File: src/rtl/fetch_if_id_stage.sv
// -----------------------------------------------------------------------------
// fetch_if_id_stage
//
// Instruction-fetch stage plus the IF/ID pipeline register. Owns the program
// counter, runs a req/ack handshake with instruction memory and presents
// {valid, pc, inst, pc+4} to the decode stage. Holds on a load-use stall from
// the hazard unit and flushes/re-steers on a taken branch/jump from EX.
//
// Parameters
//   XLEN      datapath / PC width
//   RESET_PC  PC loaded at reset
//
// Ports
//   clk, rst_n                     clock (rising edge), async active-low reset
//   stall                          load-use stall from hazard detection
//   redirect_valid, redirect_pc    EX-stage re-steer; target low two bits ignored
//   imem_req, imem_addr            fetch request / address to instruction memory
//   imem_ack, imem_rdata           memory response; transfer = imem_req & imem_ack
//   if_id_valid, if_id_pc,
//   if_id_inst, if_id_pc_plus4     IF/ID register contents (inst = NOP when invalid)
//   perf_stall_cnt                 saturating count of stall cycles
//   perf_bubble_cnt                saturating count of bubble/flush writes
//
// Build option
//   FETCH_PERF_EN  when defined, the two performance counters are implemented;
//                  otherwise both perf ports are tied to zero and no counter
//                  flops exist.
// -----------------------------------------------------------------------------
module fetch_if_id_stage #(
  parameter int              XLEN     = 32,
  parameter logic [XLEN-1:0] RESET_PC = '0
) (
  input  logic            clk,
  input  logic            rst_n,
  input  logic            stall,
  input  logic            redirect_valid,
  input  logic [XLEN-1:0] redirect_pc,
  output logic            imem_req,
  output logic [XLEN-1:0] imem_addr,
  input  logic            imem_ack,
  input  logic [31:0]     imem_rdata,
  output logic            if_id_valid,
  output logic [XLEN-1:0] if_id_pc,
  output logic [31:0]     if_id_inst,
  output logic [XLEN-1:0] if_id_pc_plus4,
  output logic [31:0]     perf_stall_cnt,
  output logic [31:0]     perf_bubble_cnt
);

  localparam logic [31:0]     NOP       = 32'h0000_0013;
  localparam logic [XLEN-1:0] PC_STEP   = XLEN'(4);
  localparam logic [XLEN-1:0] ALIGN_MSK = {{(XLEN-2){1'b1}}, 2'b00};

  typedef enum logic [1:0] {
    FETCH = 2'd0,
    HELD  = 2'd1,
    DRAIN = 2'd2
  } state_t;

  // Word-align a PC; the low two bits never reach the memory port.
  function automatic logic [XLEN-1:0] align_pc(input logic [XLEN-1:0] a);
    return a & ALIGN_MSK;
  endfunction

  // Increment that sticks at all-ones instead of wrapping.
  function automatic logic [31:0] sat_inc(input logic [31:0] c);
    return (c == 32'hFFFF_FFFF) ? c : c + 32'd1;
  endfunction

  state_t          state, state_nxt;
  logic            started;

  // Fetch stage (p0): PC, address of an abandoned-but-outstanding request,
  // and the skid entry captured when an ack lands during a stall. The skid
  // PC is not stored: the PC does not advance while HELD, so it equals pc_p0.
  logic [XLEN-1:0] pc_p0, pc_p0_nxt;
  logic [XLEN-1:0] drain_addr_p0, drain_addr_p0_nxt;
  logic [31:0]     skid_inst_p0, skid_inst_p0_nxt;

  // IF/ID register (p1)
  logic            vld_p1, vld_p1_nxt;
  logic [XLEN-1:0] pc_p1, pc_p1_nxt;
  logic [31:0]     inst_p1, inst_p1_nxt;
  logic [XLEN-1:0] pc4_p1, pc4_p1_nxt;

  logic            transfer;
  logic [XLEN-1:0] pc_inc;
  logic [XLEN-1:0] redirect_tgt;

  // The request is suppressed until the first edge after reset release, and
  // while HELD (the fetched word is parked in the skid entry).
  assign imem_req     = started && (state != HELD);
  assign imem_addr    = (state == DRAIN) ? drain_addr_p0 : pc_p0;
  assign transfer     = imem_req && imem_ack;
  assign pc_inc       = pc_p0 + PC_STEP;
  assign redirect_tgt = align_pc(redirect_pc);

  always_comb begin
    state_nxt          = state;
    pc_p0_nxt          = pc_p0;
    drain_addr_p0_nxt  = drain_addr_p0;
    skid_inst_p0_nxt   = skid_inst_p0;
    vld_p1_nxt         = vld_p1;
    pc_p1_nxt          = pc_p1;
    inst_p1_nxt        = inst_p1;
    pc4_p1_nxt         = pc4_p1;

    case (state)
      FETCH: begin
        if (redirect_valid) begin
          pc_p0_nxt        = redirect_tgt;
          vld_p1_nxt       = 1'b0;
          inst_p1_nxt      = NOP;
          skid_inst_p0_nxt = NOP;
          // An un-acked request must still be completed at its old address.
          if (imem_req && !imem_ack) begin
            state_nxt         = DRAIN;
            drain_addr_p0_nxt = pc_p0;
          end
        end else if (transfer && !stall) begin
          vld_p1_nxt  = 1'b1;
          pc_p1_nxt   = pc_p0;
          inst_p1_nxt = imem_rdata;
          pc4_p1_nxt  = pc_inc;
          pc_p0_nxt   = pc_inc;
        end else if (transfer) begin
          skid_inst_p0_nxt = imem_rdata;
          state_nxt        = HELD;
        end else if (!stall) begin
          vld_p1_nxt  = 1'b0;
          inst_p1_nxt = NOP;
        end
      end

      HELD: begin
        if (redirect_valid) begin
          pc_p0_nxt        = redirect_tgt;
          vld_p1_nxt       = 1'b0;
          inst_p1_nxt      = NOP;
          skid_inst_p0_nxt = NOP;
          state_nxt        = FETCH;
        end else if (!stall) begin
          vld_p1_nxt       = 1'b1;
          pc_p1_nxt        = pc_p0;
          inst_p1_nxt      = skid_inst_p0;
          pc4_p1_nxt       = pc_inc;
          pc_p0_nxt        = pc_inc;
          skid_inst_p0_nxt = NOP;
          state_nxt        = FETCH;
        end
      end

      DRAIN: begin
        // IF/ID is already invalid; only the re-steer target may change.
        if (redirect_valid) begin
          pc_p0_nxt = redirect_tgt;
        end
        if (imem_ack) begin
          state_nxt = FETCH;
        end
      end

      default: begin
        state_nxt = FETCH;
      end
    endcase
  end

  // ---- fetch stage (p0) state ----
  always_ff @(posedge clk or negedge rst_n) begin
    if (!rst_n) begin
      state         <= FETCH;
      started       <= 1'b0;
      pc_p0         <= RESET_PC;
      drain_addr_p0 <= '0;
      skid_inst_p0  <= NOP;
    end else begin
      state         <= state_nxt;
      started       <= 1'b1;
      pc_p0         <= pc_p0_nxt;
      drain_addr_p0 <= drain_addr_p0_nxt;
      skid_inst_p0  <= skid_inst_p0_nxt;
    end
  end

  // ---- IF/ID boundary (p1) ----
  always_ff @(posedge clk or negedge rst_n) begin
    if (!rst_n) begin
      vld_p1  <= 1'b0;
      pc_p1   <= '0;
      inst_p1 <= NOP;
      pc4_p1  <= '0;
    end else begin
      vld_p1  <= vld_p1_nxt;
      pc_p1   <= pc_p1_nxt;
      inst_p1 <= inst_p1_nxt;
      pc4_p1  <= pc4_p1_nxt;
    end
  end

  assign if_id_valid    = vld_p1;
  assign if_id_pc       = pc_p1;
  assign if_id_inst     = inst_p1;
  assign if_id_pc_plus4 = pc4_p1;

`ifdef FETCH_PERF_EN
  logic [31:0] stall_cnt;
  logic [31:0] bubble_cnt;
  logic        bubble_wr;

  // IF/ID valid is cleared by a redirect in any state, or by a fetch cycle
  // that neither transferred nor stalled.
  assign bubble_wr = redirect_valid || ((state == FETCH) && !transfer && !stall);

  always_ff @(posedge clk or negedge rst_n) begin
    if (!rst_n) begin
      stall_cnt  <= '0;
      bubble_cnt <= '0;
    end else begin
      if (stall) begin
        stall_cnt <= sat_inc(stall_cnt);
      end
      if (bubble_wr) begin
        bubble_cnt <= sat_inc(bubble_cnt);
      end
    end
  end

  assign perf_stall_cnt  = stall_cnt;
  assign perf_bubble_cnt = bubble_cnt;
`else
  assign perf_stall_cnt  = 32'h0;
  assign perf_bubble_cnt = 32'h0;
`endif

endmodule

File: config.mk
export PLATFORM = sky130hd
export DESIGN_NAME = fetch_if_id_stage
export DESIGN_NICKNAME = d
export VERILOG_FILES = /design/src/rtl/fetch_if_id_stage.sv
export SDC_FILE = /design/constraint.sdc
export NUM_CORES = 1
export LEC_CHECK = 0
export BUFFER_PORTS_ARGS = -buffer_cell sky130_fd_sc_hd__buf_4
export CAP_MARGIN = 20
export CORE_ASPECT_RATIO = 1.4
export CORE_MARGIN = 2
export CORE_UTILIZATION = 45
export CTS_CLUSTER_SIZE = 10
export DETAILED_ROUTE_END_ITERATION = 7
export PLACE_DENSITY = 0.73
export SYNTH_ARGS = -nofsm -noshare
export SYNTH_HDL_FRONTEND = slang
export SYNTH_SLANG_ARGS = --single-unit
File: constraint.sdc
create_clock -name clk -period 2.2 [get_ports clk]
set_clock_uncertainty 0.1 [all_clocks]
set_input_delay 0.44 -clock clk [delete_from_list [all_inputs] [get_ports clk]]
set_output_delay 0.44 -clock clk [all_outputs]
set_load 0.02 [all_outputs]
# ---- Yosys cells after proc, flatten, opt, wreduce, memory -nomap -nowiden
# Index checks and enable logic that the tools add are counted.
# W data, S select, Z words.
dict set report word_totals {
  rom_bits 0
  latchBits 0
  memories 0
  output_inout_bits 194
  reg_bits 196
  mem_bits_rw 0
}
dict set report classes {
  magnitude_cmp 0
  mul 0
  muxes 42
  n_reduce_logical 15
  bitwise_logic 0
  eq_ne 16
  shifts 0
  div 0
  add_sub_neg 1
}
# cell n
set ops {}
lappend ops {{$mux W32} 22}
lappend ops {{$pmux W32 S2} 4}
lappend ops {{$pmux W32 S3} 1}
lappend ops {{$add A32 B3 Y32 const B} 1}
lappend ops {{$ne A3 B3 Y1 const B} 5}
lappend ops {{$mux W2} 7}
lappend ops {{$ne A2 B2 Y1 const B} 6}
lappend ops {{$reduce_and A4 Y1} 3}
lappend ops {{$reduce_and A5 Y1} 2}
lappend ops {{$ne A4 B4 Y1 const B} 2}
lappend ops {{$mux W1} 6}
lappend ops {{$pmux W2 S3} 1}
lappend ops {{$logic_and A1 B1 Y1} 4}
lappend ops {{$reduce_and A3 Y1} 1}
lappend ops {{$reduce_bool A3 Y1} 1}
lappend ops {{$eq A2 B1 Y1 const B} 1}
lappend ops {{$eq A2 B2 Y1 const B} 1}
lappend ops {{$logic_not A1 Y1} 2}
lappend ops {{$logic_not A2 Y1} 1}
lappend ops {{$ne A2 B1 Y1 const B} 1}
lappend ops {{$pmux W1 S2} 1}
lappend ops {{$reduce_bool A2 Y1} 1}

# ---- Longest topological paths before layout
# Gate-level depths: netlist (run 1).
dict set report logic_depth {
  word_depth 7
  mapped_depth 11
  mapped_depth_nobuf 8
}

# ---- Worst setup path before layout (run 1)
# OpenSTA, ideal clock, no wires.
dict set report synth_timing {
  path_kind {reg2out}
  startpoint {reg state[0]}
  endpoint {out imem_addr[10]}
  stages_incl_launch_ff 6
  slack_ns 0.022
  n_path_buf 2
  arrival_time_ns 1.638
  cell_sequence {dfrtp_1 inv_1 ha_1 clkbuf_1 buf_1 mux2_2}
}
dict set report synth_via {
  elab_chain_len 2
}
# element line_no
set synth_lines {}
lappend synth_lines {{from (decl)} 70} ;# state_t state, state_nxt;
lappend synth_lines {{from (signal assigned)} 178} ;# state <= state_nxt;
lappend synth_lines {{$eq A2 B2 Y1} 93} ;# assign imem_addr = (state == DRAIN) ? drain_addr_p0 : pc_p0;
lappend synth_lines {{$mux W32} 93}
lappend synth_lines {{to (decl)} 39} ;# output logic [XLEN-1:0] imem_addr,
# No other way between the ends.

# ---- Final worst setup path (run 1)
dict set report layout_timing {
  startpoint {reg state[0]}
  endpoint {out imem_addr[30]}
}
# Same word-level chain as after synthesis.

==> results of run 1 <==
[tightest hold or removal path, stage by stage]
cell	delay, ps
buf_4	110
nand2_1	40
o21ai_0	60
[worst min path at each step]
stage               cells after the start                       endpoint  slack (ps)           start
finish                                  3   skid_inst_p0[26]$_DFFE_PN0P_         160  imem_rdata[26]
global route                            3   skid_inst_p0[25]$_DFFE_PN0P_         160  imem_rdata[25]
CTS                                     3   skid_inst_p0[12]$_DFFE_PN0P_         140  imem_rdata[12]
detailed placement                      1       if_id_pc[25]$_DFFE_PN0P_         350           rst_n
global placement                        1       if_id_pc[24]$_DFFE_PN0P_         350           rst_n
floorplan                               0  drain_addr_p0[10]$_DFFE_PN0P_          40           rst_n
[cell usage in the layout (no fill, tap or decap), types with 12 or more instances in the layout]
| master | instances |
|---|---|
| clkbuf_16 | 21 |
| mux2_2 | 61 |
| conb_1 | 71 |
| buf_4 | 217 |
| dfrtp_1 | 182 |
| nor2_1 | 13 |
| a21oi_1 | 21 |
| nand2_1 | 145 |
| mux2_4 | 12 |
| inv_1 | 28 |
| nand3_1 | 14 |
| and3_1 | 12 |
| xnor2_1 | 24 |
| buf_6 | 27 |
| o21ai_0 | 112 |
| a22oi_1 | 36 |
[layout make-up]
| class | instances | area, um^2 |
|---|---|---|
| clock buffer | 20 | 447 |
| clock inverter | 11 | 87.6 |
| fill | 1696 | 8160 |
| inverter | 30 | 113 |
| multi-input combinational | 661 | 4320 |
| sequential | 188 | 4710 |
| tap | 256 | 320 |
| timing repair buffer | 267 | 2400 |
[what timing repair did]
action,CTS,global route
gates cloned,2,6
endpoints found under the setup margin,31,110
buffers inserted,8,6
hold endpoints to repair,47,0
hold buffers,1,0
resized for setup,82,19
pin swaps,1,1
[metrics by stage]
stage / instances / TNS (ps) / hold slack [ps]
after floorplan: 1024 / 0 / 44.4
after global placement: 1378 / 0 / 350
after detailed placement: 1379 / 0 / 350
after CTS: 1421 / -2440 / 142
after global routing: 1433 / -5220 / 161
final: 1433 / -2030 / 159
[logic make-up (layout without fill, tap and decap cells)]
family,after synthesis,in the layout
AO/OA/AOI/OAI,248,248
XOR/XNOR,28,28
adder cells (fa/ha/maj),4,4
buffers and inverters,175,328
flip-flops,188,188
multiplexers,74,74
other,2,71
AND/OR/NAND/NOR,236,236
[registers in the layout, summed over array words and instances (netlist names)]
name,cells
started,1
pc_p0,30
skid_inst_p0,32
drain_addr_p0,30
if_id_inst,32
if_id_pc_plus4,30
if_id_pc,30
state,2
if_id_valid,1
[where the power goes]
part           internal [uW]  switching (uW)  leakage [uW]
Clock                   1480            1380      0.000249
Combinational           4400            5290       0.00313
Sequential              4870             957       0.00229
[metal layers]
metal  share of wire, %  track usage [%]
met1                 38             27.4
met3                6.3             4.39
met2                 53             39.3
met4                2.4             8.10
met5                  0                0
==> reports/results.txt, run 1 <==
Status = finished with violations
Failing checks = setup timing
Antenna cell count = 0
Req. time, crit path = 1660 ps
P_leak = 0.00567 uW
Vias/cell = 5.40
Die ar. = 22200 um^2
Setup crit end kind = primary output
Placed wire-length estimate = 17.0 mm
R2r endpoint = if_id_pc[5]$_DFFE_PN0P_
Clk buf depth = 2
Setup WS post-layout = -114 ps
Arrival time worst endpoint = 1770 ps
Max cap viols = 0
Routability cong. = 0.822
Routed WL per cell = 18.4 um
Top cells by area, synth = dfrtp_1, mux2_2, o21ai_0
Syn. warnings = 0
Post-Synth Adder-Cell Area = 0.530%
XOR/XNOR Fraction of Synth Area = 2.60%
Final Power = 18400 uW
F_max = 432 MHz
Pre-antenna DRT Iters = 5
Post-route DRC violation count = 0
Final setup viols = 30
GRT overflow = 0
GRT Util Overall = 22.4%
P&R area growth vs syn = 31.2%
FFs w/ async S/R, synth = 100%
Pwr dens = 1480 nW/um^2
Clk slew on worst S/H paths = 70 ps
Reg2Reg Setup Slack = 40 ps
# rows = 62
Most frequent cell after synthesis = dfrtp_1
Worst-path fanout max = 9
WP buf/inv = 3
Share of the synthesized area in the top cell type = 48.2%
Pre-CTS WS = 14.3 ps
Port bufs = 190
Crit path cell chain = inv_2 -> ha_4 -> buf_8 -> mux2_2 -> buf_4
FF-to-FF Start = state[1]$_DFFE_PN0P_
Cell count after synthesis = 955
RSZ-0062 raised after global routing = yes
Final instance area = 12400 um^2
Largest family of logic cells by synthesized area = compound AO/OA/AOI/OAI gates
Initial antenna violation count = 0
H-tree levels = 4
Share of layout cells above drive strength 1 = 35.9%
Share of the yosys chip area belonging to registers = 49.9%
DIE HEIGHT = 175 um
Max VDD drop = 0.000653 V
Slew HR = 57.5%
Critical-path top delay cell = dfrtp_1
Synth Area in Simple Gates = 12.1%
Worst setup path end = imem_addr[30]
Critical path type = flip-flop to primary output
Critical path launch point type = flip-flop
CTS root buf = clkbuf_16
Final hold violations = 0
Critical path origin = state[0]$_DFFE_PN0P_
Mux cell area share after synthesis = 8.81%
CP peak stage delay = 410 ps
Actual slew at the worst max-slew pin = 635 ps
Ports = 263
Fin nets = 1238
CTS sink count = 188
Routed wire length = 26.4 mm
Post-synth top flop = dfrtp_1
Most frequent cells after synthesis = dfrtp_1, nand2_1, o21ai_0, mux2_2, buf_4
Delay-heaviest family, CP = flip-flops
Chip Width = 126 um
Mean Syn Cell Area = 9.89 um^2
Post-route ant nets = 0
Mapped Area = 9450 um^2
Number of DRC markers in iteration 0 = 626
Number of global-route vias before repair = 7454
Yosys top cell by area = dfrtp_1
CTS tree = yes
Critical path depth = 5
Total CTS buffers = 17
Tmin final = 2310 ps
Fin crit share = 105%
First-pass GRT wire length = 39.6 mm
Placed inst area = 11200 um^2
Vias = 7744
Complex-gate fraction of the synthesized area = 16.0%
Synth cell types = 54
Tightest Hold Check Type = input port to flip-flop
Post-synth EDFFs = 0
Seq cells post-synth = 188
Starting Density = 46.0%
Final Util = 60.3%
Slew Limit Fails = 0
Core region area = 20600 um^2
Reg2reg path depth = 8
Skew-Pair Late Insertion Delay = 430 ps
Largest net degree at the start of global routing = 97
No activity file was read; power rests on OpenSTA's default activity.
==> run 2: changes to the inputs <==
--- a/config.mk
+++ b/config.mk
@@ -13,6 +13,7 @@
 export CTS_CLUSTER_SIZE = 10
 export DETAILED_ROUTE_END_ITERATION = 7
 export PLACE_DENSITY = 0.73
+export SKIP_LAST_GASP = 1
 export SYNTH_ARGS = -nofsm -noshare
 export SYNTH_HDL_FRONTEND = slang
 export SYNTH_SLANG_ARGS = --single-unit
==> reports/results.txt, run 2 (synthesis results as in run 1) <==
Clk slew on worst S/H paths = 70 ps
Final hold violations = 0
Crit path cell chain = inv_2 -> ha_4 -> buf_12 -> mux2_2 -> buf_4
Clock share of power = 15.9%
Actual slew at the worst max-slew pin = 617 ps
Slew HR = 58.7%
Final TNS setup = -2620 ps
R2r endpoint = pc_p0[20]$_DFFE_PN0P_
Final instance area = 12200 um^2
P&R area growth vs syn = 29.2%
Slew Limit Fails = 0
Core region area = 20600 um^2
DIE HEIGHT = 175 um
Hold path start = imem_rdata[20]
Hold path endpoint = skid_inst_p0[20]$_DFFE_PN0P_
CTS tree = yes
Failing checks = setup timing
Internal power = 10500 uW
Area of the multi-input gates = 4260 um^2
Critical-path top delay cell = dfrtp_1
GRT Util Overall = 22.3%
Status = finished with violations
Fill cell count = 1722
Setup crit end kind = primary output
Post-route DRC violation count = 0
Critical path launch point type = flip-flop
Placed wire-length estimate = 17.0 mm
Chip Width = 126 um
Fin crit share = 106%
FF-to-FF Start = state[1]$_DFFE_PN0P_
Skew-Pair Late Insertion Delay = 430 ps
Final Util = 59.4%
Reg power frac = 32.3%
Ports = 263
Reg2reg path depth = 10
Worst-path fanout max = 13
Commonest non-fill, non-tap cell in the layout = buf_4
Combinational fraction of design power = 51.7%
Commonest non-fill, non-tap cells in the layout = buf_4, dfrtp_1, nand2_1
Number of global-route vias before repair = 7440
Pre-antenna DRT Iters = 5
Vias = 7677
Number of DRC markers in iteration 0 = 590
F_max = 429 MHz
First-pass GRT wire length = 39.3 mm
P_leak = 0.00556 uW
Total CTS buffers = 17
Starting Density = 46.0%
Clk buf depth = 2
Psw = 7520 uW
Tmin final = 2330 ps
Final Power = 18000 uW
CTS root buf = clkbuf_16
Final setup viols = 30
Critical path type = flip-flop to primary output
GRT overflow = 0
RSZ-0062 raised after global routing = yes
Antenna cell count = 0
Reg2Reg Setup Slack = 30 ps
Worst Hold Depth = 3
Switch share = 41.8%
H-tree levels = 4
Arrival time worst endpoint = 1790 ps
Port bufs = 190
Req. time, crit path = 1660 ps
Die ar. = 22200 um^2
CTS sink count = 188
Largest net degree at the start of global routing = 97
Max VDD drop = 0.000631 V
Setup WS post-layout = -133 ps
Placed inst area = 11200 um^2
Initial antenna violation count = 0
Routed WL per cell = 18.2 um
Max cap viols = 0
Post-route ant nets = 0
# rows = 62
Routed wire length = 26.0 mm
Share of layout cells above drive strength 1 = 35.4%
Routability cong. = 0.822
Pwr dens = 1470 nW/um^2
CP peak stage delay = 410 ps
Fin nets = 1232
Reg area = 4710 um^2
Tightest Hold Check Type = input port to flip-flop
Vias/cell = 5.38
-- run 2: changes by cell type in the layout (fill, tap and decap cells not counted), sizes merged --
cell and delta:
buf -6
-- run 2: area by class of cell --
type	count	share of cell area (%)
clock inverter	11	0.717
inverter	30	0.922
tap	256	2.62
multi-input combinational	661	34.9
clock buffer	20	3.66
timing repair buffer	261	18.6
sequential	188	38.6
-- run 2: how the worst max path moves through the flow --
| stage | end | startpoint | depth (start not counted) |
|---|---|---|---|
| after floorplan | imem_addr[10] | state[0]$_DFFE_PN0P_ | 5 |
| after global placement | skid_inst_p0[29]$_DFFE_PN0P_ | redirect_valid | 4 |
| after detailed placement | pc_p0[4]$_DFFE_PN0P_ | state[1]$_DFFE_PN0P_ | 7 |
| after CTS | imem_addr[17] | state[0]$_DFFE_PN0P_ | 5 |
| after global routing | imem_addr[17] | state[0]$_DFFE_PN0P_ | 5 |
| final | imem_addr[17] | state[0]$_DFFE_PN0P_ | 5 |
-- run 2: repair_timing --
item                                   4_1_cts  5_1_grt
pin swaps                                    1        1
setup endpoints to repair                   31      101
endpoints found under the hold margin       47        0
gates cloned                                 2        5
setup buffers                                8        1
resized for setup                           49       16
hold buffers                                 1        0
-- run 2: routing by layer --
layer	global-route usage, %	vias up	part of all wire, %
li1	-	3571	-
met1	27.2	3763	39
met2	39.5	303	53
met3	4.20	40	5.6
met4	7.46	0	2.6
met5	0	-	0
-- run 2: critical path, delay by kind of cell, from the launching register on --
family | cells | cell delay, ps
buf+inv | 3 | 400
mux | 1 | 360
flops | 1 | 410
fa+ha+maj | 1 | 180
-- run 2: stage by stage --
| step | hold slack [ps] | std cells | setup slack, ps |
|---|---|---|---|
| after detailed placement | 350 | 1379 | 14.3 |
| final | 160 | 1427 | -133 |
| after global placement | 350 | 1378 | 29.2 |
| after global routing | 161 | 1427 | -189 |
| after CTS | 142 | 1421 | -143 |
| after floorplan | 44.4 | 1024 | 21.7 |
-- run 2: power by group through the flow --
stage | Combinational [uW] | Clock [uW] | Sequential (uW)
2_1_floorplan | 4570 | 0 | 6350
5_1_grt | 9980 | 3070 | 5980
6_report | 9300 | 2870 | 5820
3_5_place_dp | 8520 | 0 | 5840
4_1_cts | 9110 | 2930 | 5790
3_3_place_gp | 8330 | 0 | 5770
